==> src/rtl/channel_ctrl_if.sv <==
// Event read-out port between a channel controller and the event router.
// Carries the FIFO head word with a valid/ready handshake.
//   event_data  : {timestamp, ADC code} at the FIFO head
//   event_valid : FIFO holds at least one word
//   event_ready : consumer accepts the head word this cycle
// master = channel controller, slave = event router.
interface channel_ctrl_if #(
  parameter int unsigned DATA_W = 34
);
  logic [DATA_W-1:0] event_data;
  logic              event_valid;
  logic              event_ready;

  modport master (output event_data, output event_valid, input event_ready);
  modport slave  (input event_data, input event_valid, output event_ready);
endinterface

==> src/rtl/channel_ctrl.sv <==
// Per-channel controller for one analog channel (CSA, discriminator, SAR ADC).
// A synchronised hit latches the timestamp, waits hold_delay+1 cycles, pulses
// sample for sample_cycles+1 cycles, waits for the ADC done, stores
// {timestamp, code} in a small FWFT FIFO and re-arms the CSA with a
// reset_cycles+1 cycle csa_reset pulse.
// Ports:
//   clk, reset_n        : clock, synchronous active-low reset
//   hit, done, dout     : analog-core inputs (hit/done asynchronous)
//   enable              : channel enable, honoured only while idle
//   hold_delay, sample_cycles, reset_cycles : timing, each encoded minus 1
//   timestamp           : free-running time counter
//   sample, csa_reset   : analog-core controls
//   evt                 : event FIFO head, valid/ready handshake
//   fifo_count          : FIFO occupancy
//   overflow, timeout_err, clear_flags : sticky error flags and their clear
module channel_ctrl #(
  parameter int unsigned ADCBITS      = 10,
  parameter int unsigned TS_BITS      = 24,
  parameter int unsigned FIFO_DEPTH   = 4,
  parameter int unsigned CONV_TIMEOUT = 63
) (
  input  logic                          clk,
  input  logic                          reset_n,
  input  logic                          hit,
  input  logic                          done,
  input  logic [ADCBITS-1:0]            dout,
  input  logic                          enable,
  input  logic [3:0]                    hold_delay,
  input  logic [3:0]                    sample_cycles,
  input  logic [3:0]                    reset_cycles,
  input  logic [TS_BITS-1:0]            timestamp,
  output logic                          sample,
  output logic                          csa_reset,
  channel_ctrl_if.master                evt,
  output logic [$clog2(FIFO_DEPTH):0]   fifo_count,
  output logic                          overflow,
  output logic                          timeout_err,
  input  logic                          clear_flags
);

  localparam int unsigned AW = $clog2(FIFO_DEPTH);
  localparam int unsigned CW = AW + 1;
  localparam int unsigned DW = TS_BITS + ADCBITS;
  localparam int unsigned TW = $clog2(CONV_TIMEOUT + 1);

  typedef enum logic [2:0] {
    IDLE    = 3'd0,
    HOLD    = 3'd1,
    SAMPLE  = 3'd2,
    CONVERT = 3'd3,
    STORE   = 3'd4,
    CSARST  = 3'd5
  } state_t;

  state_t               state_q, state_d;
  logic [3:0]           cnt_q, cnt_d;
  logic [TW-1:0]        tcnt_q, tcnt_d;
  logic [TS_BITS-1:0]   ts_q, ts_d;
  logic [ADCBITS-1:0]   dout_q, dout_d;
  logic                 sample_d, csa_reset_d;
  logic                 push, timeout_set;

  logic                 hit_m, hit_s, done_m, done_s;

  logic [DW-1:0]        mem [FIFO_DEPTH];
  logic [AW-1:0]        wr_ptr, rd_ptr;
  logic [CW-1:0]        count_d;
  logic                 valid_q;
  logic                 full, pop, push_ok, drop;

  // Two-flop synchronisers for the asynchronous analog-core strobes.
  always_ff @(posedge clk) begin
    if (!reset_n) begin
      hit_m  <= 1'b0;
      hit_s  <= 1'b0;
      done_m <= 1'b0;
      done_s <= 1'b0;
    end else begin
      hit_m  <= hit;
      hit_s  <= hit_m;
      done_m <= done;
      done_s <= done_m;
    end
  end

  // FSM state and registered analog controls.
  always_ff @(posedge clk) begin
    if (!reset_n) begin
      state_q   <= CSARST;
      cnt_q     <= reset_cycles;
      tcnt_q    <= '0;
      ts_q      <= '0;
      dout_q    <= '0;
      sample    <= 1'b0;
      csa_reset <= 1'b1;
    end else begin
      state_q   <= state_d;
      cnt_q     <= cnt_d;
      tcnt_q    <= tcnt_d;
      ts_q      <= ts_d;
      dout_q    <= dout_d;
      sample    <= sample_d;
      csa_reset <= csa_reset_d;
    end
  end

  // Next-state logic; outputs are decoded from the next state so they are
  // registered alongside it.
  always_comb begin
    state_d     = state_q;
    cnt_d       = cnt_q;
    tcnt_d      = tcnt_q;
    ts_d        = ts_q;
    dout_d      = dout_q;
    push        = 1'b0;
    timeout_set = 1'b0;

    case (state_q)
      IDLE: begin
        if (enable && hit_s) begin
          ts_d    = timestamp;
          cnt_d   = hold_delay;
          state_d = HOLD;
        end else if (enable && csa_reset) begin
          // csa_reset still high in IDLE means the channel was masked:
          // re-arm with a full CSA reset pulse before accepting hits.
          cnt_d   = reset_cycles;
          state_d = CSARST;
        end
      end
      HOLD: begin
        if (cnt_q == 4'd0) begin
          cnt_d   = sample_cycles;
          state_d = SAMPLE;
        end else begin
          cnt_d = cnt_q - 4'd1;
        end
      end
      SAMPLE: begin
        if (cnt_q == 4'd0) begin
          tcnt_d  = '0;
          state_d = CONVERT;
        end else begin
          cnt_d = cnt_q - 4'd1;
        end
      end
      CONVERT: begin
        if (done_s) begin
          dout_d  = dout;
          state_d = STORE;
        end else if (tcnt_q == TW'(CONV_TIMEOUT)) begin
          timeout_set = 1'b1;
          cnt_d       = reset_cycles;
          state_d     = CSARST;
        end else begin
          tcnt_d = tcnt_q + TW'(1);
        end
      end
      STORE: begin
        push    = 1'b1;
        cnt_d   = reset_cycles;
        state_d = CSARST;
      end
      CSARST: begin
        if (cnt_q == 4'd0) begin
          state_d = IDLE;
        end else begin
          cnt_d = cnt_q - 4'd1;
        end
      end
      default: begin
        cnt_d   = reset_cycles;
        state_d = CSARST;
      end
    endcase

    sample_d    = (state_d == SAMPLE);
    csa_reset_d = (state_d == CSARST) || ((state_d == IDLE) && !enable);
  end

  // FIFO control: a push while full only succeeds if a pop frees a slot
  // in the same cycle.
  assign full    = (fifo_count == CW'(FIFO_DEPTH));
  assign pop     = valid_q && evt.event_ready;
  assign push_ok = push && (!full || pop);
  assign drop    = push && full && !pop;
  assign count_d = fifo_count + CW'(push_ok) - CW'(pop);

  always_ff @(posedge clk) begin
    if (!reset_n) begin
      mem        <= '{default: '0};
      wr_ptr     <= '0;
      rd_ptr     <= '0;
      fifo_count <= '0;
      valid_q    <= 1'b0;
    end else begin
      if (push_ok) begin
        mem[wr_ptr] <= {ts_q, dout_q};
        wr_ptr      <= wr_ptr + AW'(1);
      end
      if (pop) begin
        rd_ptr <= rd_ptr + AW'(1);
      end
      fifo_count <= count_d;
      valid_q    <= (count_d != '0);
    end
  end

  assign evt.event_data  = mem[rd_ptr];
  assign evt.event_valid = valid_q;

  // Sticky error flags; a new set wins over a simultaneous clear.
  always_ff @(posedge clk) begin
    if (!reset_n) begin
      overflow    <= 1'b0;
      timeout_err <= 1'b0;
    end else begin
      if (drop)             overflow <= 1'b1;
      else if (clear_flags) overflow <= 1'b0;
      if (timeout_set)      timeout_err <= 1'b1;
      else if (clear_flags) timeout_err <= 1'b0;
    end
  end

endmodule

==> src/flat_wrapper.sv <==
// flat-port wrapper written by rule: the top's interface ports become plain ports
module channel_ctrl_flat 
#(
  parameter int unsigned ADCBITS      = 10,
  parameter int unsigned TS_BITS      = 24,
  parameter int unsigned FIFO_DEPTH   = 4,
  parameter int unsigned CONV_TIMEOUT = 63
)
  (clk, reset_n, hit, done, dout, enable, hold_delay, sample_cycles, reset_cycles, timestamp, sample, csa_reset, fifo_count, overflow, timeout_err, clear_flags, evt_event_data, evt_event_valid, evt_event_ready);
  channel_ctrl_if #(.DATA_W(34)) evt_i ();
  input  logic clk;
  input  logic reset_n;
  input  logic hit;
  input  logic done;
  input  logic [ADCBITS-1:0] dout;
  input  logic enable;
  input  logic [3:0] hold_delay;
  input  logic [3:0] sample_cycles;
  input  logic [3:0] reset_cycles;
  input  logic [TS_BITS-1:0] timestamp;
  output logic sample;
  output logic csa_reset;
  output logic [$clog2(FIFO_DEPTH):0] fifo_count;
  output logic overflow;
  output logic timeout_err;
  input  logic clear_flags;
  output wire logic [$bits(evt_i.event_data)-1:0] evt_event_data;
  output wire logic [$bits(evt_i.event_valid)-1:0] evt_event_valid;
  input wire logic [$bits(evt_i.event_ready)-1:0] evt_event_ready;
  assign evt_event_data = evt_i.event_data;
  assign evt_event_valid = evt_i.event_valid;
  assign evt_i.event_ready = evt_event_ready;
  channel_ctrl #(.ADCBITS(ADCBITS), .TS_BITS(TS_BITS), .FIFO_DEPTH(FIFO_DEPTH), .CONV_TIMEOUT(CONV_TIMEOUT)) u_core (.clk(clk), .reset_n(reset_n), .hit(hit), .done(done), .dout(dout), .enable(enable), .hold_delay(hold_delay), .sample_cycles(sample_cycles), .reset_cycles(reset_cycles), .timestamp(timestamp), .sample(sample), .csa_reset(csa_reset), .evt(evt_i), .fifo_count(fifo_count), .overflow(overflow), .timeout_err(timeout_err), .clear_flags(clear_flags));
endmodule
==> config.mk <==
export PLATFORM = sky130hd
export DESIGN_NAME = channel_ctrl_flat
export DESIGN_NICKNAME = d
export VERILOG_FILES = /design/src/rtl/channel_ctrl_if.sv /design/src/rtl/channel_ctrl.sv /design/src/flat_wrapper.sv
export SDC_FILE = /design/constraint.sdc
export NUM_CORES = 1
export LEC_CHECK = 0
export CORE_ASPECT_RATIO = 1.75
export CORE_MARGIN = 2
export CORE_UTILIZATION = 53
export CTS_BUF_LIST = sky130_fd_sc_hd__clkbuf_4 sky130_fd_sc_hd__clkbuf_8
export DETAILED_ROUTE_END_ITERATION = 12
export GPL_TIMING_DRIVEN = 0
export PLACE_DENSITY = 0.79
export SYNTH_ARGS = -nofsm -noshare
export SYNTH_HDL_FRONTEND = slang
export SYNTH_SLANG_ARGS = --single-unit
==> constraint.sdc <==
create_clock -name clk -period 2.15 [get_ports clk]
set_input_delay 0.215 -clock clk [delete_from_list [all_inputs] [get_ports clk]]
set_output_delay 0.215 -clock clk [all_outputs]
set_load 0.02 [all_outputs]
==> flow_summary.html, run 1 <==
<table>
<tr><th>Metric</th><th>Value</th></tr>
<tr><th colspan="2">GRT</th></tr>
<tr><td>Antenna violations before repair</td><td>0</td></tr>
<tr><td>Maximum number of pins on one net before global-route repair</td><td>18</td></tr>
<tr><td>Global-route wire length before repair</td><td>~36 mm</td></tr>
<tr><td>Total congestion overflow</td><td>0</td></tr>
<tr><td>Number of global-route vias before repair</td><td>7303</td></tr>
<tr><td>Global routing usage summed across all routing layers</td><td>a little over a quarter</td></tr>
<tr><th colspan="2">Power and ir drop</th></tr>
<tr><td>Ratio of total power to cell area</td><td>approximately 800 nW/µm²</td></tr>
<tr><td>Sw power</td><td>2430 µW</td></tr>
<tr><td>Leakage power figure</td><td>approximately 0.0036 µW</td></tr>
<tr><td>Logic gate share of total power</td><td>22.4%</td></tr>
<tr><td>Clock share of power</td><td>30.2%</td></tr>
<tr><td>Sequential share of power</td><td>approximately 47%</td></tr>
<tr><td>Worst vdd rail ir drop</td><td>roughly 530 µV</td></tr>
<tr><td>Switching power as a share of total power</td><td>between 20% and 30%</td></tr>
<tr><td>Internal power</td><td>slightly below 6000 µW</td></tr>
<tr><th colspan="2">Drt</th></tr>
<tr><td>Total vias in the final route</td><td>slightly above 7000</td></tr>
<tr><td>Via/cell ratio</td><td>5.59</td></tr>
<tr><td>Total routed wirelength</td><td>22.5 mm</td></tr>
<tr><td>Remaining DRCs</td><td>0</td></tr>
<tr><td>DRT iter0 DRCs</td><td>432</td></tr>
<tr><td>Number of nets with antenna violations after routing</td><td>0</td></tr>
<tr><td>Drt wl/cell</td><td>17.5 µm</td></tr>
<tr><td>1st-pass router iterations</td><td>5</td></tr>
<tr><th colspan="2">CTS</th></tr>
<tr><td>CTS Hold Bufs</td><td>0</td></tr>
<tr><td>Clock tree root driver cell</td><td>clkbuf_8</td></tr>
<tr><td>Clock tree from TritonCTS</td><td>done</td></tr>
<tr><td>Count of clock tree sinks</td><td>slightly below 200</td></tr>
<tr><td>Clock insertion delay at the later pin of the skew report</td><td>460 ps</td></tr>
<tr><td>Number of buffers created by CTS</td><td>17</td></tr>
<tr><td>CTS H-Tree Depth</td><td>4</td></tr>
<tr><td>Buffer levels on the longest clock path</td><td>2</td></tr>
<tr><td>Clock input transition at the sequential cells of the worst setup and hold paths</td><td>about 100 ps</td></tr>
<tr><th colspan="2">Cells and area</th></tr>
<tr><td>Area growth from synthesis to layout</td><td>20.2%</td></tr>
<tr><td>Count of fill cells added during filler insertion</td><td>1296</td></tr>
<tr><td>Share of final-layout standard cells stronger than drive strength 1</td><td>between 10% and 20%</td></tr>
<tr><td>Fin nets</td><td>1148</td></tr>
<tr><td>Inserted Diodes</td><td>0</td></tr>
<tr><th colspan="2">Critical path</th></tr>
<tr><td>Count of cells along the worst register-to-register path</td><td>9</td></tr>
<tr><td>Critical path start-end classification</td><td>reg2reg</td></tr>
<tr><td>Startpoint type of the worst setup path</td><td>flip-flop</td></tr>
<tr><td>Worst reg2reg path endpoint</td><td>u_core.evt.event_valid</td></tr>
<tr><td>Reg-to-reg slack, setup</td><td>-60 ps</td></tr>
<tr><td>Startpoint of the worst register-to-register path</td><td>u_core.state_q[1]</td></tr>
<tr><td>Endpoint arrival time on the critical path</td><td>between 2000 and 3000 ps</td></tr>
<tr><td>Type of destination of the critical path</td><td>flip-flop</td></tr>
<tr><td>Largest fanout on the critical path</td><td>3</td></tr>
<tr><td>Worst path required time</td><td>2510 ps</td></tr>
<tr><th colspan="2">Timing</th></tr>
<tr><td>Transition time at the pin with the least slew margin</td><td>656 ps</td></tr>
<tr><td>Fin Setup TNS</td><td>-62.2 ps</td></tr>
<tr><td>Unrepaired setup endpoints after global routing</td><td>true</td></tr>
<tr><td>Worst Skew</td><td>about 12 ps</td></tr>
<tr><td>Final worst setup slack</td><td>-62.2 ps</td></tr>
<tr><td>Tightest hold margin</td><td>283 ps</td></tr>
<tr><td>Final critical path time including I/O delays and setup</td><td>2210 ps</td></tr>
<tr><td>Share of the clock period used by the worst path after layout</td><td>103%</td></tr>
<tr><td>Total of endpoints with negative setup slack in the final report</td><td>1</td></tr>
<tr><td>Total count of hold-check failures in the final report</td><td>0</td></tr>
<tr><td>Achievable frequency</td><td>452 MHz</td></tr>
<tr><td>Worst max-slew margin expressed relative to the limit</td><td>about 56%</td></tr>
<tr><td>Final Max Tran Viols</td><td>0</td></tr>
<tr><th colspan="2">Floorplanning</th></tr>
<tr><td>Area of the die</td><td>17400 µm²</td></tr>
<tr><td>Die Wd</td><td>about 100 µm</td></tr>
<tr><td>Boundary Pins</td><td>95</td></tr>
<tr><td>CORE AREA</td><td>~16000 µm²</td></tr>
<tr><td>Die Height</td><td>approximately 170 µm</td></tr>
<tr><td>Effective utilization at floorplan</td><td>a little over half</td></tr>
<tr><td>Count of standard-cell rows</td><td>a little over 60</td></tr>
<tr><th colspan="2">Placed design</th></tr>
<tr><td>Final RePlAce weighted congestion</td><td>~0.89</td></tr>
<tr><td>Port buffer count</td><td>between 90 and 100</td></tr>
<tr><td>Placed wire-length estimate</td><td>15.8 mm</td></tr>
<tr><th colspan="2">Synthesis</th></tr>
<tr><td>Synthesized Nets</td><td>a little over 1000</td></tr>
<tr><td>Most used standard cell by instance count after synthesis</td><td>nand2_1</td></tr>
<tr><td>Synthesized instance count</td><td>959</td></tr>
<tr><td>Count of state elements after synthesis</td><td>199</td></tr>
<tr><td>Synth top cells by count</td><td>nand2_1 (358), dfxtp_1 (195), a21boi_0 (112)</td></tr>
<tr><td>Library cell with the largest summed area after synthesis</td><td>dfxtp_1</td></tr>
<tr><td>Part of the Yosys area used for sequential elements</td><td>~46%</td></tr>
<tr><td>Syn Area/Cell</td><td>between 9 and 10 µm²</td></tr>
<tr><td>Number of flops mapped to enable cells by yosys</td><td>4</td></tr>
<tr><td>Warnings from Yosys</td><td>0</td></tr>
<tr><td>Post-synth top area share</td><td>~45%</td></tr>
<tr><td>Post-synth ARST share</td><td>0%</td></tr>
<tr><td>Flip-flop cell with the highest count after synthesis</td><td>dfxtp_1</td></tr>
<tr><td>Netlist area before placement</td><td>8660 µm²</td></tr>
<tr><td>Number of different library cells in the post-synthesis netlist</td><td>51</td></tr>
<tr><td>Top cells by area in the synthesized netlist</td><td>dfxtp_1 (45%), nand2_1 (16%), a21boi_0 (9.7%)</td></tr>
<tr><th colspan="2">Run status</th></tr>
<tr><td>Result of the run</td><td>finished with violations</td></tr>
<tr><td>Violations in the final reports</td><td>negative setup slack</td></tr>
<tr><th colspan="2">Worst hold path</th></tr>
<tr><td>Hold-critical path endpoint</td><td>u_core.state_q[1]</td></tr>
<tr><td>Beginning of the worst hold path</td><td>reset_n</td></tr>
<tr><td>Hold/Removal Path Class</td><td>in2reg</td></tr>
<tr><td>Worst Hold Depth</td><td>2</td></tr>
<tr><th colspan="2">Job</th></tr>
<tr><td>Count of maximum capacitance violations</td><td>0</td></tr>
</table>
==> power groups by stage <==
stage / Sequential, µW / Combinational, µW / Clock (µW)
global route: 3980 / 2030 / 2700
finish: 3960 / 1880 / 2520
CTS: 3960 / 1680 / 2550
detailed placement: 4010 / 1550 / 0
global placement: 4010 / 1540 / 0
floorplan: 4030 / 1020 / 0
==> worst max-delay path by stage <==
stage / from / to / slack, ps / cells after the start
finish: u_core.state_q[1] / u_core.evt.event_valid / -60 / 9
global route: u_core.state_q[2] / u_core.ts_q[15] / -130 / 7
CTS: u_core.rd_ptr[0] / evt_event_data[15] / -120 / 3
detailed placement: u_core.rd_ptr[0] / evt_event_data[12] / -590 / 4
global placement: u_core.rd_ptr[0] / evt_event_data[12] / -590 / 4
floorplan: u_core.state_q[2] / u_core.evt.event_valid / -20 / 9
==> placed cells by master (no fill, tap or decap), drive strengths merged, types with 5 or more instances in the layout <==
cell,instances
nor2,8
ha,9
clkbuf,79
dfxtp,195
buf,54
clkdlybuf4s50,59
nand3,5
xnor2,11
o21ai,11
inv,15
a21oi,8
mux4,34
nand2,358
and2,16
a21boi,172
==> timing repair <==
item                                    in CTS  in global routing
pin swaps                                    1                  2
buffers inserted                             5                 13
resized for setup                           67                105
endpoints found under the setup margin      92                164
gates cloned                                 0                  0
==> metrics by stage <==
stage / instances / power [µW] / util (%) / worst slack (ps) / instance area, µm²
6_report: 1287 / 8360 / 65.3 / -62.2 / 10400
5_1_grt: 1287 / 8720 / 65.3 / -129 / 10400
4_1_cts: 1274 / 8190 / 64.8 / -123 / 10300
3_5_place_dp: 1241 / 5570 / 61.7 / -589 / 9840
3_3_place_gp: 1241 / 5550 / 61.7 / -587 / 9840
2_1_floorplan: 959 / 5050 / - / -19.3 / 8670
==> worst max-delay path, cell delays in order (launching register included) <==
cell	delay, ps
dfxtp_2	350
or3b_4	420
a31oi_4	170
buf_6	130
ha_4	120
inv_2	30
fa_2	350
xnor2_2	160
xnor2_1	140
o31a_1	250
==> area by class of cell <==
class	count	area, µm²	area share [%]
multi-input cells	680	4320	41.4
flip-flops and latches	199	4040	38.7
repair buffers	111	950	9.11
plain buffers	65	415	3.99
clock buffers	21	289	2.77
well taps	189	236	2.27
clock inverters	11	136	1.31
inverters	11	41.3	0.396
==> routing by layer <==
layer | up-vias | GRT usage, % | routed length, µm
li1 | 3460 | - | -
met2 | 239 | 48.4 | 12200
met1 | 3439 | 29.4 | 8330
met4 | 0 | 12.4 | 870
met3 | 52 | 4.20 | 1150
met5 | - | 0 | 0
==> registers in the layout, summed over array words and instances (netlist names) <==
register,cells
u_core.mem,136
u_core.hit_m,1
u_core.rd_ptr,2
u_core.hit_s,1
u_core.fifo_count,3
u_core.done_s,1
u_core.ts_q,24
u_core.sample,1
u_core.timeout_err,1
u_core.done_m,1
u_core.overflow,1
u_core.evt.event_valid,1
u_core.tcnt_q,6
u_core.cnt_q,4
u_core.wr_ptr,2
u_core.csa_reset,1
u_core.state_q,3
u_core.dout_q,10
==> kinds of logic after synthesis <==
logic type / Yosys count / synth area share, %
adders and majority gates: 10 / 1.53
DFF: 199 / 46.4
xor gates and xnor gates: 11 / 1.11
buffers and inverters: 80 / 4.53
AOI/OAI and AO/OA: 215 / 18.4
muxes: 35 / 8.95
and+or+nand+nor: 409 / 19.0
Power figures use the tool's default switching activity.
==> run 2, diff against run 1 <==
--- a/config.mk
+++ b/config.mk
@@ -6,7 +6,6 @@
 export NUM_CORES = 1
 export LEC_CHECK = 0
 export CORE_ASPECT_RATIO = 1.75
-export CORE_MARGIN = 2
 export CORE_UTILIZATION = 53
 export CTS_BUF_LIST = sky130_fd_sc_hd__clkbuf_4 sky130_fd_sc_hd__clkbuf_8
 export DETAILED_ROUTE_END_ITERATION = 12
==> run 2 against run 1 <==
Against the previous run: the run still ends with negative setup slack left; first-iteration DRC count rose by 4.4%; core utilization fell by 0.27 points; sequential power barely moved; clock-buffer cell count did not move; flip-flop and latch count did not move; clock power fell by 8.7%; critical path depth did not move; critical path type unchanged.
==> flow_summary.html, run 2 (same netlist as run 1, synthesis figures left out) <==
<table>
<tr><th>Metric</th><th>Value</th></tr>
<tr><th colspan="2">Run status</th></tr>
<tr><td>Result of the run</td><td>finished with violations (unchanged)</td></tr>
<tr><td>Violations in the final reports</td><td>negative setup slack (unchanged)</td></tr>
<tr><th colspan="2">Critical path</th></tr>
<tr><td>Top delay family on crit path</td><td>adder cells (unchanged)</td></tr>
<tr><td>Worst path required time</td><td>2540 ps (was 2510 ps)</td></tr>
<tr><td>Startpoint type of the worst setup path</td><td>flip-flop (unchanged)</td></tr>
<tr><td>Reg-to-reg slack, setup</td><td>-130 ps (was -60 ps)</td></tr>
<tr><td>Crit path buffers/inverters</td><td>2 (unchanged)</td></tr>
<tr><td>Type of destination of the critical path</td><td>flip-flop (unchanged)</td></tr>
<tr><td>Slowest stage cell on the critical path</td><td>or3b_4 (unchanged)</td></tr>
<tr><td>List of cells traversed by the critical path</td><td>or3b_4 -&gt; a31oi_4 -&gt; buf_6 -&gt; ha_4 -&gt; inv_2 -&gt; fa_2 -&gt; xnor2_4 -&gt; xnor2_2 -&gt; o31a_1 (was or3b_4 -&gt; a31oi_4 -&gt; buf_6 -&gt; ha_4 -&gt; inv_2 -&gt; fa_2 -&gt; xnor2_2 -&gt; xnor2_1 -&gt; o31a_1)</td></tr>
<tr><td>Critical path start-end classification</td><td>reg2reg (unchanged)</td></tr>
<tr><td>Largest fanout on the critical path</td><td>2 (was 3)</td></tr>
<tr><td>Slowest cell delay on critical path</td><td>410 ps (was 420 ps)</td></tr>
<tr><td>Endpoint arrival time on the critical path</td><td>2670 ps (was 2570 ps)</td></tr>
<tr><th colspan="2">Timing</th></tr>
<tr><td>Total count of hold-check failures in the final report</td><td>0 (unchanged)</td></tr>
<tr><td>Worst Skew</td><td>19.0 ps (was 11.6 ps)</td></tr>
<tr><td>Transition time at the pin with the least slew margin</td><td>714 ps (was 656 ps)</td></tr>
<tr><td>Tightest hold margin</td><td>249 ps (was 283 ps)</td></tr>
<tr><td>Final Max Tran Viols</td><td>0 (unchanged)</td></tr>
<tr><td>Unrepaired setup endpoints after global routing</td><td>true (unchanged)</td></tr>
<tr><td>Share of the clock period used by the worst path after layout</td><td>106% (was 103%)</td></tr>
<tr><td>Final critical path time including I/O delays and setup</td><td>2280 ps (was 2210 ps)</td></tr>
<tr><td>Final worst setup slack</td><td>-131 ps (was -62.2 ps)</td></tr>
<tr><td>Achievable frequency</td><td>438 MHz (was 452 MHz)</td></tr>
<tr><td>Fin Setup TNS</td><td>-178 ps (was -62.2 ps)</td></tr>
<tr><td>Total of endpoints with negative setup slack in the final report</td><td>2 (was 1)</td></tr>
<tr><td>Worst max-slew margin expressed relative to the limit</td><td>52.4% (was 56.3%)</td></tr>
<tr><th colspan="2">Cells and area</th></tr>
<tr><td>Area growth from synthesis to layout</td><td>19.8% (was 20.2%)</td></tr>
<tr><td>Fin nets</td><td>1140 (was 1148)</td></tr>
<tr><td>Count of fill cells added during filler insertion</td><td>1285 (was 1296)</td></tr>
<tr><td>Register area</td><td>4030 µm² (was 4040 µm²)</td></tr>
<tr><td>Top flop regs</td><td>u_core.mem x136, u_core.ts_q x24, u_core.dout_q x10 (unchanged)</td></tr>
<tr><td>Most common cell after layout, fill and taps aside</td><td>nand2_1 (unchanged)</td></tr>
<tr><td>Inserted Diodes</td><td>0 (unchanged)</td></tr>
<tr><td>Max FFs per register</td><td>136 (unchanged)</td></tr>
<tr><td>Area taken by multi-input logic gates</td><td>4370 µm² (was 4320 µm²)</td></tr>
<tr><td>Final Instance Count excl. Fillers</td><td>1279 (was 1287)</td></tr>
<tr><td>Core utilization of the finished layout</td><td>65.0% (was 65.3%)</td></tr>
<tr><td>Register containing the most flip-flops in the final layout</td><td>u_core.mem (unchanged)</td></tr>
<tr><td>Share of final-layout standard cells stronger than drive strength 1</td><td>15.9% (was 15.8%)</td></tr>
<tr><td>Most frequent cells in the layout</td><td>nand2_1 (357), dfxtp_1 (191), a21boi_0 (112), a21boi_1 (60), clkdlybuf4s50_1 (59) (was nand2_1 (358), dfxtp_1 (190), a21boi_0 (112), a21boi_1 (60), clkdlybuf4s50_1 (59))</td></tr>
<tr><th colspan="2">CTS</th></tr>
<tr><td>Count of clock tree sinks</td><td>199 (unchanged)</td></tr>
<tr><td>Clock tree from TritonCTS</td><td>done (unchanged)</td></tr>
<tr><td>Number of buffers created by CTS</td><td>17 (unchanged)</td></tr>
<tr><td>Clock input transition at the sequential cells of the worst setup and hold paths</td><td>110 ps (was 100 ps)</td></tr>
<tr><td>CTS Hold Bufs</td><td>0 (unchanged)</td></tr>
<tr><td>Clock tree root driver cell</td><td>clkbuf_8 (unchanged)</td></tr>
<tr><td>CTS H-Tree Depth</td><td>4 (unchanged)</td></tr>
<tr><td>Clock insertion delay at the later pin of the skew report</td><td>490 ps (was 460 ps)</td></tr>
<tr><td>Buffer levels on the longest clock path</td><td>2 (unchanged)</td></tr>
<tr><th colspan="2">Placed design</th></tr>
<tr><td>Minimum setup slack after placement</td><td>-587 ps (was -589 ps)</td></tr>
<tr><td>Placed wire-length estimate</td><td>15.7 mm (was 15.8 mm)</td></tr>
<tr><td>Port buffer count</td><td>93 (unchanged)</td></tr>
<tr><td>Cell count after placement</td><td>1241 (unchanged)</td></tr>
<tr><td>Final RePlAce weighted congestion</td><td>0.864 (was 0.888)</td></tr>
<tr><th colspan="2">GRT</th></tr>
<tr><td>Maximum number of pins on one net before global-route repair</td><td>18 (unchanged)</td></tr>
<tr><td>Antenna violations before repair</td><td>0 (unchanged)</td></tr>
<tr><td>Global routing usage summed across all routing layers</td><td>28.4% (was 26.6%)</td></tr>
<tr><td>Number of global-route vias before repair</td><td>7145 (was 7303)</td></tr>
<tr><td>Total congestion overflow</td><td>0 (unchanged)</td></tr>
<tr><td>Global-route wire length before repair</td><td>36.5 mm (was 36.2 mm)</td></tr>
<tr><th colspan="2">Drt</th></tr>
<tr><td>1st-pass router iterations</td><td>5 (unchanged)</td></tr>
<tr><td>Via/cell ratio</td><td>5.63 (was 5.59)</td></tr>
<tr><td>Total vias in the final route</td><td>7206 (was 7190)</td></tr>
<tr><td>Total routed wirelength</td><td>22.8 mm (was 22.5 mm)</td></tr>
<tr><td>Remaining DRCs</td><td>0 (unchanged)</td></tr>
<tr><td>Drt wl/cell</td><td>17.8 µm (was 17.5 µm)</td></tr>
<tr><td>Number of nets with antenna violations after routing</td><td>0 (unchanged)</td></tr>
<tr><td>DRT iter0 DRCs</td><td>451 (was 432)</td></tr>
<tr><th colspan="2">Floorplanning</th></tr>
<tr><td>CORE AREA</td><td>16000 µm² (unchanged)</td></tr>
<tr><td>Die Height</td><td>171 µm (was 173 µm)</td></tr>
<tr><td>Area of the die</td><td>16900 µm² (was 17400 µm²)</td></tr>
<tr><td>Boundary Pins</td><td>95 (unchanged)</td></tr>
<tr><td>Effective utilization at floorplan</td><td>54.3% (unchanged)</td></tr>
<tr><td>Die Wd</td><td>98.7 µm (was 101 µm)</td></tr>
<tr><td>Count of standard-cell rows</td><td>61 (unchanged)</td></tr>
<tr><th colspan="2">Worst hold path</th></tr>
<tr><td>Hold/Removal Path Class</td><td>in2reg (unchanged)</td></tr>
<tr><th colspan="2">Power and ir drop</th></tr>
<tr><td>Worst vdd rail ir drop</td><td>507 µV (was 528 µV)</td></tr>
<tr><td>Leakage power figure</td><td>0.00354 µW (was 0.00356 µW)</td></tr>
<tr><td>Ratio of total power to cell area</td><td>792 nW/µm² (was 803 nW/µm²)</td></tr>
<tr><th colspan="2">Job</th></tr>
<tr><td>Count of maximum capacitance violations</td><td>0 (unchanged)</td></tr>
</table>
run 2: cell count changes in the layout (fill, tap and decap cells not counted), moves of 2 or more:
cell | previous run | this run
clkinv_2 | 0 | 3
o21ai_1 | 1 | 3
o21ai_0 | 9 | 6
buf_6 | 8 | 13
clkbuf_4 | 3 | 10
bufinv_16 | 2 | 0
buf_2 | 17 | 24
clkbuf_2 | 29 | 17
dlygate4sd2_1 | 2 | 0
buf_4 | 23 | 12
buf_12 | 5 | 2
clkinvlp_4 | 4 | 1
run 2: cell type report:
class                      instances  area share (%)
multi-input combinational        680            42.1
sequential                       199            38.9
timing repair buffer             103            8.43
buffer                            65            4.30
clock buffer                      21            2.73
tap                              189            2.28
clock inverter                    11           0.880
inverter                          11           0.398
run 2: worst paths after layout:
check,end,start,cells after the start
hold / removal,u_core.state_q[1],reset_n,2
setup reg to reg,u_core.evt.event_valid,u_core.state_q[2],9
hold reg to reg,u_core.done_s,u_core.done_m,1
setup / recovery,u_core.evt.event_valid,u_core.state_q[2],9
run 2: where the power goes:
part / internal [µW] / switching, µW / total (µW)
clock network: 928 / 1370 / 2300
registers: 3830 / 129 / 3960
logic: 947 / 1010 / 1960
run 2: worst register-to-register path, delay by kind of cell, from the launching register on:
family | cells | cell delay (ps)
adder cells (fa/ha/maj) | 2 | 500
AO/OA/AOI/OAI | 2 | 430
AND/OR/NAND/NOR | 1 | 410
flip-flops | 1 | 360
XOR/XNOR | 2 | 330
buffers and inverters | 2 | 160
run 2: timing repair:
| item | CTS | global route |
|---|---|---|
| resized for setup | 145 | 64 |
| setup endpoints to repair | 148 | 151 |
| gates cloned | 0 | 1 |
| pin swaps | 2 | 2 |
| setup buffers | 8 | 1 |
run 2: routing by layer:
metal  global-route usage [%]  vias to the layer above  routed length, µm
met4                     12.5                        0                655
met1                     29.8                     3476               8570
met3                     6.13                       43               1160
met5                        0                        -                  0
li1                         -                     3452                  -
met2                     53.9                      235              12400
run 2: stage by stage:
step | instance area, µm² | power [µW]
floorplan | 8670 | 5050
global placement | 9840 | 5550
detailed placement | 9840 | 5570
CTS | 10300 | 8090
global route | 10400 | 8560
finish | 10400 | 8220
==> run 3, diff against run 2 <==
--- a/config.mk
+++ b/config.mk
@@ -11,6 +11,7 @@
 export DETAILED_ROUTE_END_ITERATION = 12
 export GPL_TIMING_DRIVEN = 0
 export PLACE_DENSITY = 0.79
+export SLEW_MARGIN = 20
 export SYNTH_ARGS = -nofsm -noshare
 export SYNTH_HDL_FRONTEND = slang
 export SYNTH_SLANG_ARGS = --single-unit
==> constraint.sdc (replaced) <==
create_clock -name clk -period 2.15 [get_ports clk]
set_input_delay 0.215 -clock clk [delete_from_list [all_inputs] [get_ports clk]]
set_output_delay 0.215 -clock clk [all_outputs]
set_load 0.1 [all_outputs]
==> run 3 against run 2 <==
Against the previous run: the flow still finishes with violations (negative setup slack); total power rose by 4.0%; combinational power rose by 4%; sequential power barely moved; non-clock buffer count rose by 1; core utilization rose by 0.75 points; die area did not move; critical path depth did not move; clock-buffer cell count fell by 2; global-route usage fell by 0.57 points; final area rose by 1.2%; largest cell class unchanged.
==> flow_summary.html, run 3 (same netlist as run 1, synthesis figures left out) <==
<table>
<tr><th>Metric</th><th>Value</th></tr>
<tr><th colspan="2">Run status</th></tr>
<tr><td>Result of the run</td><td>finished with violations (unchanged)</td></tr>
<tr><td>Violations in the final reports</td><td>negative setup slack (unchanged)</td></tr>
<tr><th colspan="2">Power and ir drop</th></tr>
<tr><td>Switching power as a share of total power</td><td>30.9% (was 30.6%)</td></tr>
<tr><td>Leakage power figure</td><td>0.00359 µW (was 0.00354 µW)</td></tr>
<tr><td>Internal power</td><td>5910 µW (was 5710 µW)</td></tr>
<tr><td>Ratio of total power to cell area</td><td>815 nW/µm² (was 792 nW/µm²)</td></tr>
<tr><td>Worst vdd rail ir drop</td><td>505 µV (was 507 µV)</td></tr>
<tr><td>Sequential share of power</td><td>46.4% (was 48.2%)</td></tr>
<tr><td>Sw power</td><td>2650 µW (was 2510 µW)</td></tr>
<tr><td>Logic gate share of total power</td><td>23.9% (was 23.8%)</td></tr>
<tr><td>Clock share of power</td><td>29.8% (was 28.0%)</td></tr>
<tr><td>Total power of the final layout</td><td>8550 µW (was 8220 µW)</td></tr>
<tr><th colspan="2">Critical path</th></tr>
<tr><td>Startpoint type of the worst setup path</td><td>flip-flop (unchanged)</td></tr>
<tr><td>Reg-to-reg slack, setup</td><td>-60 ps (was -130 ps)</td></tr>
<tr><td>Endpoint arrival time on the critical path</td><td>2580 ps (was 2670 ps)</td></tr>
<tr><td>Count of cells along the worst register-to-register path</td><td>9 (unchanged)</td></tr>
<tr><td>Startpoint of the worst register-to-register path</td><td>u_core.state_q[1] (was u_core.state_q[2])</td></tr>
<tr><td>Type of destination of the critical path</td><td>flip-flop (unchanged)</td></tr>
<tr><td>Worst path required time</td><td>2520 ps (was 2540 ps)</td></tr>
<tr><td>Worst reg2reg path endpoint</td><td>u_core.evt.event_valid (unchanged)</td></tr>
<tr><td>Critical path start-end classification</td><td>reg2reg (unchanged)</td></tr>
<tr><td>Largest fanout on the critical path</td><td>4 (was 2)</td></tr>
<tr><th colspan="2">GRT</th></tr>
<tr><td>Global routing usage summed across all routing layers</td><td>27.9% (was 28.4%)</td></tr>
<tr><td>Total congestion overflow</td><td>0 (unchanged)</td></tr>
<tr><td>Number of global-route vias before repair</td><td>7065 (was 7145)</td></tr>
<tr><td>Antenna violations before repair</td><td>0 (unchanged)</td></tr>
<tr><td>Global-route wire length before repair</td><td>36.2 mm (was 36.5 mm)</td></tr>
<tr><td>Maximum number of pins on one net before global-route repair</td><td>18 (unchanged)</td></tr>
<tr><th colspan="2">CTS</th></tr>
<tr><td>Clock tree root driver cell</td><td>clkbuf_8 (unchanged)</td></tr>
<tr><td>Clock insertion delay at the later pin of the skew report</td><td>480 ps (was 490 ps)</td></tr>
<tr><td>Clock tree from TritonCTS</td><td>done (unchanged)</td></tr>
<tr><td>Number of buffers created by CTS</td><td>17 (unchanged)</td></tr>
<tr><td>Count of clock tree sinks</td><td>199 (unchanged)</td></tr>
<tr><td>CTS H-Tree Depth</td><td>4 (unchanged)</td></tr>
<tr><td>Clock input transition at the sequential cells of the worst setup and hold paths</td><td>100 ps (was 110 ps)</td></tr>
<tr><td>Buffer levels on the longest clock path</td><td>2 (unchanged)</td></tr>
<tr><th colspan="2">Cells and area</th></tr>
<tr><td>Core utilization of the finished layout</td><td>65.8% (was 65.0%)</td></tr>
<tr><td>Max FFs per register</td><td>136 (unchanged)</td></tr>
<tr><td>Fin nets</td><td>1141 (was 1140)</td></tr>
<tr><td>Register containing the most flip-flops in the final layout</td><td>u_core.mem (unchanged)</td></tr>
<tr><td>Inserted Diodes</td><td>0 (unchanged)</td></tr>
<tr><td>Share of final-layout standard cells stronger than drive strength 1</td><td>16.4% (was 15.9%)</td></tr>
<tr><td>Count of fill cells added during filler insertion</td><td>1305 (was 1285)</td></tr>
<tr><td>Area growth from synthesis to layout</td><td>21.1% (was 19.8%)</td></tr>
<tr><td>Top flop regs</td><td>u_core.mem x136, u_core.ts_q x24, u_core.dout_q x10 (unchanged)</td></tr>
<tr><td>Most frequent cells in the layout</td><td>nand2_1 (357), dfxtp_1 (186), a21boi_0 (112), a21boi_1 (60), clkdlybuf4s50_1 (51) (was nand2_1 (357), dfxtp_1 (191), a21boi_0 (112), a21boi_1 (60), clkdlybuf4s50_1 (59))</td></tr>
<tr><td>Most common cell after layout, fill and taps aside</td><td>nand2_1 (unchanged)</td></tr>
<tr><th colspan="2">Timing</th></tr>
<tr><td>Achievable frequency</td><td>453 MHz (was 438 MHz)</td></tr>
<tr><td>Worst max-slew margin expressed relative to the limit</td><td>35.2% (was 52.4%)</td></tr>
<tr><td>Final Max Tran Viols</td><td>0 (unchanged)</td></tr>
<tr><td>Total of endpoints with negative setup slack in the final report</td><td>1 (was 2)</td></tr>
<tr><td>Final worst setup slack</td><td>-55.2 ps (was -131 ps)</td></tr>
<tr><td>Worst Skew</td><td>14.6 ps (was 19.0 ps)</td></tr>
<tr><td>Final critical path time including I/O delays and setup</td><td>2210 ps (was 2280 ps)</td></tr>
<tr><td>Transition time at the pin with the least slew margin</td><td>977 ps (was 714 ps)</td></tr>
<tr><td>Total count of hold-check failures in the final report</td><td>0 (unchanged)</td></tr>
<tr><td>Share of the clock period used by the worst path after layout</td><td>103% (was 106%)</td></tr>
<tr><td>Unrepaired setup endpoints after global routing</td><td>true (unchanged)</td></tr>
<tr><th colspan="2">Drt</th></tr>
<tr><td>Remaining DRCs</td><td>0 (unchanged)</td></tr>
<tr><td>DRT iter0 DRCs</td><td>352 (was 451)</td></tr>
<tr><td>Via/cell ratio</td><td>5.65 (was 5.63)</td></tr>
<tr><td>Total vias in the final route</td><td>7228 (was 7206)</td></tr>
<tr><td>Drt wl/cell</td><td>17.6 µm (was 17.8 µm)</td></tr>
<tr><td>Number of nets with antenna violations after routing</td><td>0 (unchanged)</td></tr>
<tr><td>1st-pass router iterations</td><td>6 (was 5)</td></tr>
<tr><td>Total routed wirelength</td><td>22.5 mm (was 22.8 mm)</td></tr>
<tr><th colspan="2">Floorplanning</th></tr>
<tr><td>Boundary Pins</td><td>95 (unchanged)</td></tr>
<tr><td>Count of standard-cell rows</td><td>61 (unchanged)</td></tr>
<tr><td>Die Wd</td><td>98.7 µm (unchanged)</td></tr>
<tr><td>CORE AREA</td><td>16000 µm² (unchanged)</td></tr>
<tr><td>Effective utilization at floorplan</td><td>54.3% (unchanged)</td></tr>
<tr><td>Area of the die</td><td>16900 µm² (unchanged)</td></tr>
<tr><td>Die Height</td><td>171 µm (unchanged)</td></tr>
<tr><th colspan="2">Worst hold path</th></tr>
<tr><td>Worst Hold Depth</td><td>2 (unchanged)</td></tr>
<tr><td>Hold/Removal Path Class</td><td>in2reg (unchanged)</td></tr>
<tr><td>Beginning of the worst hold path</td><td>reset_n (unchanged)</td></tr>
<tr><td>Hold-critical path endpoint</td><td>u_core.state_q[1] (unchanged)</td></tr>
<tr><th colspan="2">Placed design</th></tr>
<tr><td>Placed wire-length estimate</td><td>15.7 mm (about the same)</td></tr>
<tr><td>Minimum setup slack after placement</td><td>-1010 ps (was -587 ps)</td></tr>
<tr><td>Final RePlAce weighted congestion</td><td>0.871 (was 0.864)</td></tr>
<tr><td>Port buffer count</td><td>93 (unchanged)</td></tr>
<tr><th colspan="2">Job</th></tr>
<tr><td>Count of maximum capacitance violations</td><td>0 (unchanged)</td></tr>
</table>
## run 3: cell count changes in the layout (fill, tap and decap cells not counted), sizes merged
| cell | change |
|---|---|
| buf | +22 |
| clkbuf | -20 |
| clkdlybuf4s15 | -3 |
| clkdlybuf4s50 | -8 |
| inv | -2 |
| dlygate4sd2 | +8 |
| bufinv | +3 |
## run 3: worst max-delay path by stage
stage	startpoint	end	slack, ps	depth (start not counted)
6_report	u_core.state_q[1]	u_core.evt.event_valid	-60	9
5_1_grt	u_core.state_q[1]	u_core.evt.event_valid	-100	9
4_1_cts	u_core.state_q[2]	u_core.evt.event_valid	-50	9
3_5_place_dp	u_core.rd_ptr[0]	evt_event_data[12]	-1010	4
3_3_place_gp	u_core.rd_ptr[0]	evt_event_data[12]	-1020	4
2_1_floorplan	u_core.state_q[2]	u_core.evt.event_valid	-30	9
## run 3: power groups by stage
stage | Sequential (µW) | Clock (µW) | Combinational, µW
floorplan | 4270 | 0 | 1020
global placement | 4030 | 0 | 1760
detailed placement | 4030 | 0 | 1780
CTS | 3950 | 2560 | 1970
global route | 3980 | 2710 | 2200
finish | 3960 | 2540 | 2040
## run 3: routing by layer
layer | vias up | global-route usage (%) | wire, µm
li1 | 3449 | - | -
met3 | 70 | 4.13 | 1150
met5 | - | 0 | 0
met2 | 260 | 50.8 | 12000
met4 | 0 | 15.2 | 982
met1 | 3449 | 31.0 | 8360
## run 3: timing repair
action | 4_1_cts | 5_1_grt
endpoints found under the setup margin | 142 | 154
resized for setup | 250 | 52
endpoints found under the hold margin | 0 | 0
buffers inserted | 8 | 3
pin swaps | 4 | 2
hold buffers | 0 | 0
## run 3: per-stage QoR
step | hold slack, ps | std cells | TNS, ps | cell area [µm²]
after floorplan | 342 | 959 | -32.7 | 8680
after global placement | 418 | 1241 | -35890 | 9850
after detailed placement | 428 | 1241 | -41120 | 9850
after CTS | 220 | 1276 | -78.3 | 10400
after global routing | 256 | 1279 | -135 | 10500
final | 226 | 1279 | -55.2 | 10500
## run 3: final cells by class
class	instances	area, µm²	area share [%]
inverters	11	41.3	0.393
clock inverters	12	171	1.63
multi-input cells	680	4330	41.2
flip-flops and latches	199	4050	38.6
well taps	189	236	2.25
clock buffers	19	255	2.43
repair buffers	104	1010	9.64
plain buffers	65	404	3.85
## run 3: critical path, cell delays in order (launching register included)
cell and delay (ps):
dfxtp_2 350, or3b_4 430, a31oi_4 190, buf_6 130, ha_4 120, inv_2 30, fa_2 340, xnor2_2 150
xnor2_1 140, o31a_1 240
==> variant (settings of run 3) <==
`FIFO_DEPTH` is set to 4 in 2 places; all go to 8.
--- a/src/rtl/channel_ctrl.sv
+++ b/src/rtl/channel_ctrl.sv
@@ -18,3 +18,3 @@
   parameter int unsigned TS_BITS      = 24,
-  parameter int unsigned FIFO_DEPTH   = 4,
+  parameter int unsigned FIFO_DEPTH   = 8,
   parameter int unsigned CONV_TIMEOUT = 63
--- a/src/flat_wrapper.sv
+++ b/src/flat_wrapper.sv
@@ -5,3 +5,3 @@
   parameter int unsigned TS_BITS      = 24,
-  parameter int unsigned FIFO_DEPTH   = 4,
+  parameter int unsigned FIFO_DEPTH   = 8,
   parameter int unsigned CONV_TIMEOUT = 63
Ports: changed (resized fifo_count); port bits go from 95 to 96. No check against the original RTL was run, so the function may have changed too.
==> variant against run 3 <==
The flow still finishes with violations (negative setup slack); sequential cell count increased by 139; total power is 75% higher; synthesized area is 66% higher; global-route usage rose by 3.0 points; fmax decreased by 15%; sequential power grew 66%; core utilization is 1.4 points higher; cell area is 71% higher; wire length increased by 94%; sequential share of layout area fell by 0.46 points; worst setup slack worse by 0.38 ns; non-clock buffer count rose by 112; register-to-register slack worse by 0.09 ns; critical path type is now reg2out; largest power group unchanged.
==> variant: results (changes against run 3) <==
Flop2flop setup slack = -0.15 ns (was -0.06 ns)
Final Net Count = 1921 (was 1141)
Wl on met1 = 14.9 mm (was 8.36 mm)
Worst R2R Path Depth = 9 (unchanged)
Crit path largest cell delay = 0.51 ns (was 0.43 ns)
Worst r2r src = u_core.state_q[2] (was u_core.state_q[1])
Worst IR drop on VDD = 741 uV (was 505 uV)
Met2 WL = 23.1 mm (was 12.0 mm)
Number of DRC markers in iteration 0 = 1098 (was 352)
Setup TNS = -13.80 ns (was -0.0552 ns)
Arrival time at the worst endpoint = 2.37 ns (was 2.58 ns)
Top Registers = u_core.mem: 272 flops, u_core.ts_q: 24 flops, u_core.dout_q: 10 flops (was u_core.mem: 136 flops, u_core.ts_q: 24 flops, u_core.dout_q: 10 flops)
H-Tree Depth = 2 (was 4)
GP Congestion = 0.869 (was 0.871)
Net Count, Synth = 1753 (was 1022)
Commonest cells in the netlist = nand2_1 (629), dfxtp_1 (334), a21oi_1 (320) (was nand2_1 (358), dfxtp_1 (195), a21boi_0 (112))
Vias post-DR = 13000 (was 7228)
Seq/Total Area, Yosys = 0.472 (was 0.464)
Pin count of the biggest net entering global routing = 12 (was 18)
Count of final setup violators = 36 (was 1)
Clock Latency Late Sink = 0.59 ns (was 0.48 ns)
Post-synthesis cell type count = 50 (was 51)
Asr flop ratio synth = 0 (unchanged)
Met3 wire length = 2.86 mm (was 1.15 mm)
Post-route setup slack = -0.440 ns (was -0.0552 ns)
Final wirelength = 43.5 mm (was 22.5 mm)
First-pass GRT wire length = 66.3 mm (was 36.2 mm)
CTS buffer count = 46 (was 17)
Hold path cells = 3 (was 2)
Failing checks = negative setup slack (unchanged)
HPWL after DPL = 29.1 mm (was 15.7 mm)
CTS Buffer Depth = 3 (was 2)
Pre-antenna DRT Iters = 7 (was 6)
GRT Resource Usage Total = 0.308 (was 0.279)
Clock-pin slew on the worst setup and hold paths = 0.07 ns (was 0.10 ns)
Hold WS = 0.177 ns (was 0.226 ns)
Ratio of cells with drive above 1 in the final layout = 0.202 (was 0.164)
IO buf count = 95 (was 93)
Least-Margin Pin Slew = 0.987 ns (was 0.977 ns)
Hold_sp = dout[6] (was reset_n)
Status = complete, but fails checks (unchanged)
Crit-path max FO = 5 (was 4)
Top post-synthesis cells by area = dfxtp_1 (46%), nand2_1 (16%), a21oi_1 (11%) (was dfxtp_1 (45%), nand2_1 (16%), a21boi_0 (9.7%))
Setup Skew = 0.0260 ns (was 0.0146 ns)
CP max stage cell = mux4_2 (was or3b_4)
Leak = 6.19 nW (was 3.59 nW)
CP top delay family = multiplexers (was adder cells)
Filler cell count = 2072 (was 1305)
Worst Hold Path EP = u_core.dout_q[6] (was u_core.state_q[1])
## variant: changes by cell type in the layout (fill, tap and decap cells not counted), sizes merged, moves of 62 or more
cell    delta
nand2    +271
a21oi    +313
buf       +62
dfxtp    +139
a21boi   -172
clkbuf    +99
## variant: layout make-up
cell class | instances | area [um^2] | area share
multi-input cells | 1177 | 7000 | 0.391
flip-flops and latches | 338 | 6830 | 0.381
repair buffers | 122 | 1590 | 0.0888
plain buffers | 159 | 1060 | 0.0593
clock buffers | 70 | 913 | 0.0510
well taps | 324 | 405 | 0.0226
clock inverters | 9 | 70.1 | 0.00391
inverters | 13 | 51.3 | 0.00286
## variant: how the worst max path moves through the flow
| stage | depth (start not counted) | slack [ns] | from | endpoint |
|---|---|---|---|---|
| final | 6 | -0.44 | u_core.rd_ptr[0] | evt_event_data[28] |
| after detailed placement | 6 | -1.27 | u_core.rd_ptr[1] | evt_event_data[18] |
| after global placement | 6 | -1.26 | u_core.rd_ptr[1] | evt_event_data[18] |
| after CTS | 5 | -0.39 | u_core.rd_ptr[0] | evt_event_data[27] |
| after floorplan | 10 | -0.25 | u_core.fifo_count[2] | u_core.evt.event_valid |
| after global routing | 6 | -0.46 | u_core.rd_ptr[0] | evt_event_data[25] |
## variant: worst min-delay path, cell delays in order
cell	delay, ns
clkdlybuf4s50_1	0.40
nand2_1	0.05
a21oi_1	0.05
## variant: what timing repair did
| action | CTS | global route |
|---|---|---|
| gates resized for setup | 368 | 108 |
| cloned | 2 | 3 |
| endpoints found under the hold margin | 0 | 0 |
| pin swaps | 5 | 5 |
| buffers inserted | 12 | 10 |
| endpoints found under the setup margin | 268 | 225 |
## variant: through the flow
| stage | std cells | total power [W] | utilization | cell area, um^2 | setup slack, ns |
|---|---|---|---|---|---|
| finish | 2212 | 0.0150 | 0.672 | 17900 | -0.440 |
| global route | 2212 | 0.0154 | 0.672 | 17900 | -0.461 |
| CTS | 2200 | 0.0146 | 0.653 | 17400 | -0.394 |
| detailed placement | 2108 | 0.00908 | 0.593 | 15800 | -1.27 |
| global placement | 2108 | 0.00904 | 0.593 | 15800 | -1.26 |
| floorplan | 1689 | 0.00841 | - | 14500 | -0.245 |
## variant: power by group
part           internal (W)  total (W)  switching, W  leakage (nW)
Clock               0.00282    0.00528       0.00246         0.528
Combinational       0.00134    0.00310       0.00176          2.93
Sequential          0.00645    0.00657      0.000127          2.74
## variant: cell families after synthesis
logic type	synth area share
simple gates	0.192
buf+inv	0.0586
compound gates	0.127
xor+xnor	0.00607
mux	0.133
fa+ha+maj	0.0101
flops	0.472
## variant: metal layers
metal | GRT usage | vias up
met4 | 0.223 | 0
met2 | 0.573 | 657
met1 | 0.316 | 6163
met5 | 0 | -
met3 | 0.0430 | 202
li1 | - | 5990
